==> src/rtl/aes_sbox_pkg.sv <==
// rtl/aes_sbox_pkg.sv - GF arithmetic helpers, affine and basis-change matrices for the Canright S-box
// Encoding: GF(2^2) {W^2,W}, GF(2^4) {Z^4,Z} over GF(2^2), GF(2^8) {Y^16,Y} over GF(2^4).
package aes_sbox_pkg;

    typedef logic [7:0][7:0] mat8_t;

    localparam logic [7:0] AFF_FWD_C = 8'h63;
    localparam logic [7:0] AFF_INV_C = 8'h05;

    // Row i is the mask of input bits XORed into output bit i.
    localparam mat8_t AFF_FWD_M = {8'hF8, 8'h7C, 8'h3E, 8'h1F, 8'h8F, 8'hC7, 8'hE3, 8'hF1};
    localparam mat8_t AFF_INV_M = {8'h52, 8'h29, 8'h94, 8'h4A, 8'h25, 8'h92, 8'h49, 8'hA4};

    function automatic logic [7:0] mat_vec(input mat8_t m, input logic [7:0] x);
        logic [7:0] y;
        y = 8'h00;
        for (int i = 0; i < 8; i++) begin
            y[i] = ^(m[i] & x);
        end
        return y;
    endfunction

    function automatic logic [1:0] gf2_mul(input logic [1:0] a, input logic [1:0] b);
        logic p;
        p = (a[1] ^ a[0]) & (b[1] ^ b[0]);
        return {(a[1] & b[1]) ^ p, (a[0] & b[0]) ^ p};
    endfunction

    // Multiply by N = W^2.
    function automatic logic [1:0] gf2_scl_n(input logic [1:0] a);
        return {a[0], a[1] ^ a[0]};
    endfunction

    // In this normal basis squaring and inversion are both a coordinate swap.
    function automatic logic [1:0] gf2_sq(input logic [1:0] a);
        return {a[0], a[1]};
    endfunction

    function automatic logic [3:0] gf4_mul(input logic [3:0] a, input logic [3:0] b);
        logic [1:0] e;
        e = gf2_scl_n(gf2_mul(a[3:2] ^ a[1:0], b[3:2] ^ b[1:0]));
        return {gf2_mul(a[3:2], b[3:2]) ^ e, gf2_mul(a[1:0], b[1:0]) ^ e};
    endfunction

    function automatic logic [3:0] gf4_inv(input logic [3:0] a);
        logic [1:0] theta;
        logic [1:0] theta_inv;
        theta     = gf2_mul(a[3:2], a[1:0]) ^ gf2_scl_n(gf2_sq(a[3:2] ^ a[1:0]));
        theta_inv = gf2_sq(theta);
        return {gf2_mul(theta_inv, a[1:0]), gf2_mul(theta_inv, a[3:2])};
    endfunction

    // First nu for which t^2 + t + nu has no root in GF(2^4).
    function automatic logic [3:0] find_nu();
        logic [3:0] nu;
        logic       found;
        logic       has_root;
        logic [3:0] x;
        logic [3:0] n;
        nu    = 4'h0;
        found = 1'b0;
        for (int k = 1; k < 16; k++) begin
            n        = k[3:0];
            has_root = 1'b0;
            for (int j = 0; j < 16; j++) begin
                x = j[3:0];
                if ((gf4_mul(x, x) ^ x) == n) begin
                    has_root = 1'b1;
                end
            end
            if (!found && !has_root) begin
                nu    = n;
                found = 1'b1;
            end
        end
        return nu;
    endfunction

    localparam logic [3:0] GF4_NU = find_nu();

    function automatic logic [3:0] gf4_sq_scl(input logic [3:0] a);
        return gf4_mul(gf4_mul(a, a), GF4_NU);
    endfunction

    function automatic logic [7:0] gf8_mul(input logic [7:0] a, input logic [7:0] b);
        logic [3:0] e;
        e = gf4_mul(gf4_mul(a[7:4] ^ a[3:0], b[7:4] ^ b[3:0]), GF4_NU);
        return {gf4_mul(a[7:4], b[7:4]) ^ e, gf4_mul(a[3:0], b[3:0]) ^ e};
    endfunction

    // Image of the AES element x: a composite-field root of x^8+x^4+x^3+x+1 (one is 8'hFF).
    function automatic logic [7:0] find_root();
        logic [7:0] c;
        logic [7:0] c2;
        logic [7:0] c3;
        logic [7:0] c4;
        logic [7:0] c8;
        logic [7:0] r;
        logic       found;
        r     = 8'h00;
        found = 1'b0;
        for (int i = 1; i < 256; i++) begin
            c  = i[7:0];
            c2 = gf8_mul(c, c);
            c3 = gf8_mul(c2, c);
            c4 = gf8_mul(c2, c2);
            c8 = gf8_mul(c4, c4);
            if (!found && ((c8 ^ c4 ^ c3 ^ c ^ 8'hFF) == 8'h00)) begin
                r     = c;
                found = 1'b1;
            end
        end
        return r;
    endfunction

    function automatic mat8_t build_p2n(input logic [7:0] root);
        mat8_t      m;
        logic [7:0] pw;
        m  = '0;
        pw = 8'hFF;
        for (int i = 0; i < 8; i++) begin
            for (int r = 0; r < 8; r++) begin
                m[r][i] = pw[r];
            end
            pw = gf8_mul(pw, root);
        end
        return m;
    endfunction

    function automatic mat8_t mat_inv(input mat8_t m);
        mat8_t      a;
        mat8_t      b;
        logic [7:0] ta;
        logic [7:0] tb;
        int         sel;
        logic       found;
        a = m;
        for (int r = 0; r < 8; r++) begin
            b[r] = 8'h01 << r;
        end
        for (int col = 0; col < 8; col++) begin
            sel   = col;
            found = 1'b0;
            for (int p = col; p < 8; p++) begin
                if (!found && a[p][col]) begin
                    sel   = p;
                    found = 1'b1;
                end
            end
            ta = a[col]; a[col] = a[sel]; a[sel] = ta;
            tb = b[col]; b[col] = b[sel]; b[sel] = tb;
            for (int r = 0; r < 8; r++) begin
                if (r != col && a[r][col]) begin
                    a[r] = a[r] ^ a[col];
                    b[r] = b[r] ^ b[col];
                end
            end
        end
        return b;
    endfunction

    localparam logic [7:0] ISO_ROOT = find_root();
    localparam mat8_t      P2N_M    = build_p2n(ISO_ROOT);
    localparam mat8_t      N2P_M    = mat_inv(P2N_M);

endpackage

==> src/rtl/aes_sbox_canright_inv.sv <==
// rtl/aes_sbox_canright_inv.sv - combinational GF(2^8) inverter in the Canright normal basis
module gf256_inv_canright (
    input  logic [7:0] a,
    output logic [7:0] y
);
    import aes_sbox_pkg::*;

    logic [3:0] g1;
    logic [3:0] g0;
    logic [3:0] theta;
    logic [3:0] theta_inv;

    // Zero input gives theta = 0, whose inverse is 0, so Inv(0) = 0 falls out.
    always_comb begin
        g1        = a[7:4];
        g0        = a[3:0];
        theta     = gf4_mul(g1, g0) ^ gf4_sq_scl(g1 ^ g0);
        theta_inv = gf4_inv(theta);
        y         = {gf4_mul(theta_inv, g0), gf4_mul(theta_inv, g1)};
    end

endmodule

==> src/rtl/aes_sbox_canright.sv <==
// rtl/aes_sbox_canright.sv - registered AES forward/inverse S-box, one byte per cycle
module aes_sbox_canright (
    input  logic       clk,
    input  logic       reset_n,
    input  logic       valid_in,
    input  logic       encrypt,
    input  logic [7:0] A,
    output logic [7:0] Q,
    output logic       valid_out
);
    import aes_sbox_pkg::*;

    logic [7:0] pre_aff;
    logic [7:0] inv_in;
    logic [7:0] nb_in;
    logic [7:0] nb_out;
    logic [7:0] pb_out;
    logic [7:0] q_d;
    logic [7:0] q_q;
    logic       valid_d;
    logic       valid_q;

    always_comb begin
        pre_aff = mat_vec(AFF_INV_M, A) ^ AFF_INV_C;
        inv_in  = encrypt ? A : pre_aff;
        nb_in   = mat_vec(P2N_M, inv_in);
    end

    gf256_inv_canright u_inv (
        .a (nb_in),
        .y (nb_out)
    );

    always_comb begin
        pb_out  = mat_vec(N2P_M, nb_out);
        q_d     = encrypt ? (mat_vec(AFF_FWD_M, pb_out) ^ AFF_FWD_C) : pb_out;
        valid_d = valid_in;
    end

    always_ff @(posedge clk) begin
        if (!reset_n) begin
            q_q     <= 8'h00;
            valid_q <= 1'b0;
        end else begin
            q_q     <= q_d;
            valid_q <= valid_d;
        end
    end

    assign Q         = q_q;
    assign valid_out = valid_q;

endmodule

==> config.mk <==
export PLATFORM = sky130hd
export DESIGN_NAME = aes_sbox_canright
export DESIGN_NICKNAME = d
export VERILOG_FILES = /design/src/rtl/aes_sbox_pkg.sv /design/src/rtl/aes_sbox_canright_inv.sv /design/src/rtl/aes_sbox_canright.sv
export SDC_FILE = /design/constraint.sdc
export NUM_CORES = 1
export LEC_CHECK = 0
export ABC_AREA = 1
export CAP_MARGIN = 20
export CELL_PAD_IN_SITES_DETAIL_PLACEMENT = 0
export CELL_PAD_IN_SITES_GLOBAL_PLACEMENT = 1
export CORE_ASPECT_RATIO = 1.2
export CORE_MARGIN = 2
export CORE_UTILIZATION = 35
export CTS_CLUSTER_DIAMETER = 200
export DETAILED_ROUTE_END_ITERATION = 6
export GPL_TIMING_DRIVEN = 0
export PLACE_DENSITY_LB_ADDON = 0.1
export SYNTH_ARGS = -nofsm -noshare
export SYNTH_HDL_FRONTEND = slang
export SYNTH_SLANG_ARGS = --single-unit
==> constraint.sdc <==
create_clock -name clk -period 9.39 [get_ports clk]
set_clock_uncertainty 0.05 [all_clocks]
set_input_delay 1.878 -clock clk [delete_from_list [all_inputs] [get_ports clk]]
set_output_delay 1.878 -clock clk [all_outputs]
set_load 0.01 [all_outputs]
==> flow_summary.ini, run 1 <==
[outcome]
status = finished clean

[grt]
grt_pass1_wl_um = 14840
antenna_found_initial = 0
grt-ovfl-total = 0
grt_usage = 0.1794
grt_pass1_vias = 3279
grt_max_degree = 11

[die]
core_area_mm2 = 0.008939
start_util = 0.3557
rows = 38
die_w_um = 91.01
die_h_um = 108.4
io_pins = 21
die-area_mm2 = 0.009865

[clocking]
cts_buffers = 3
cts_tree = yes
cts-htree-levels = 1
cts_root_buffer = clkbuf_8
cts_buffer_depth = 2
clk_pin_slew_ns = 0.04
cts.hold.buffers_added = 0
numClockSinks = 9
cts_setup_buffers = 0
ctsResizeCount = 0

[yosys]
ys_ff_latch = 9
synth.most_common_cell = nand2_1
synth_edf_count = 0
synth_top_area_frac = 0.4050
avgSynthCellArea_um2 = 4.899
postSynthCellCount = 649
ys_types = 28
ys_top_cells_by_area = nand2_1 40%, nand3_1 17%, nand2_2 7.1%
mappedNetlistArea_mm2 = 0.003179
yosysWarnings = 0
ys_seq_area_frac = 0.05667
synth_flop_cell = dfxtp_1
synth_common_cells = 343 x nand2_1, 110 x nand3_1, 56 x inv_1
syn-num-nets = 666
synthArstFlopShare = 0
yosysTopAreaCell = nand2_1

[sta]
worst_pin_slew_ns = 0.3774
rsz0062_at_grt = no
slew_violations = 0
tns_ns = 0
final-hold-violation-count = 0
setup_viol = 0
finalCriticalPeriod_ns = 8.328
max_slew_margin = 0.7484
max_freq_ghz = 0.1201
period_share = 0.8869

[drt]
vias = 3816
finalWirelength_um = 8891
viasPerCell = 4.824
dr.first_iter.drc_count = 101
firstDrtPassIters = 4
drc = 0
wire_per_inst_um = 11.24
ant_nets = 0

[critical_path]
required_ns = 9.47
crit_type = input pin to flip-flop
critical_path.startpoint = A[4]
slowest_delay_ns = 0.58
cp_slowest_cell = clkdlybuf4s50_1
cp-endpoint = Q[4]
start_kind = input pin
arrival_ns = 8.41
path_max_fanout = 6
cp_common_cell = nand2_1
crit_path_end_kind = flip-flop

[cells_and_area]
syn2layout_area_growth_pct = 11.81
drive_above_1_share = 0.1237
nets = 689
diodes = 0
stdcell_area_mm2 = 0.003555
fillers = 1055

[place]
hpwl_um = 7722
dpl_cell_area_mm2 = 0.003510
gp_congestion = 0.8925
portBuffers = 18

[worst_hold_path]
hp-class = input pin to flip-flop

[job]
max_cap_violations = 0
-- layout by cell type (no fill, tap or decap), drive strengths merged --
cell type and count:
a21oi 5, o21ai 5, dfxtp 9, clkinv 1, nor2 18, clkdlybuf4s50 18, nand4 4, ha 5
o211ai 2, clkbuf 5, xnor2 11, inv 69, xor2 14, nand2 384, a21boi 1, nand3 114
and3 1, buf 5
-- worst min path at each step --
stage / start / depth (start not counted) / end / slack [ns]
6_report: reset_n / 3 / valid_out / 1.96
3_5_place_dp: reset_n / 3 / valid_out / 2.21
3_3_place_gp: reset_n / 3 / valid_out / 2.20
2_1_floorplan: valid_in / 2 / valid_out / 1.93
4_1_cts: reset_n / 3 / valid_out / 1.96
5_1_grt: reset_n / 3 / Q[4] / 2.01
-- stage by stage --
| stage | util | hold slack, ns | std cells | worst slack [ns] |
|---|---|---|---|---|
| after floorplan | - | 1.926 | 649 | 2.354 |
| after global placement | 0.3926 | 2.195 | 787 | 0.9464 |
| after detailed placement | 0.3926 | 2.205 | 787 | 0.8211 |
| after CTS | 0.3977 | 1.959 | 791 | 1.041 |
| after global routing | 0.3977 | 2.009 | 791 | 0.3778 |
| final | 0.3977 | 1.960 | 791 | 1.062 |
-- per-layer routing --
layer,track usage,part of all wire
met1,0.2366,0.47
met2,0.3302,0.49
met3,0.01045,0.033
met4,0.02381,0.0083
met5,0,0
-- kinds of logic (layout without fill, tap and decap cells) --
kind of cell               count (synthesis)  in the layout  share of synthesized area
AOI/OAI and AO/OA                         13             13                    0.03109
DFF                                        9              9                    0.05667
and+or+nand+nor                          521            521                     0.7151
xor gates and xnor gates                  25             25                    0.08304
adders and majority gates                  5              5                    0.01968
buffers and inverters                     76             98                    0.09445
-- worst max-delay path: cells and delay by family --
family	cells	cell delay, ns
adder cells (fa/ha/maj)	2	0.71
buffers and inverters	6	1.00
AND/OR/NAND/NOR	42	4.02
XOR/XNOR	4	0.81
-- layout make-up --
type	instances	area (µm²)	area share
tap	120	150.1	0.04224
buffer	6	37.54	0.01056
timing repair buffer	18	180.2	0.05069
sequential	9	180.2	0.05069
inverter	70	262.8	0.07392
clock buffer	4	45.04	0.01267
multi-input combinational	564	2699	0.7592
-- sequential cells by signal, indices dropped and copies added, names as in the netlist --
signal	count
Q	8
valid_out	1
Power of run 1 is not shown: default switching activity piles up to over one toggle a cycle in this logic, so the estimate is an artifact.
==> run 2, diff against run 1 <==
CTS_CLUSTER_DIAMETER = not set   (was 200)
==> results of run 2 <==
The final DEF is identical to that of run 1; final timing and power are the same.
Power of run 2 is left out for the same reason.
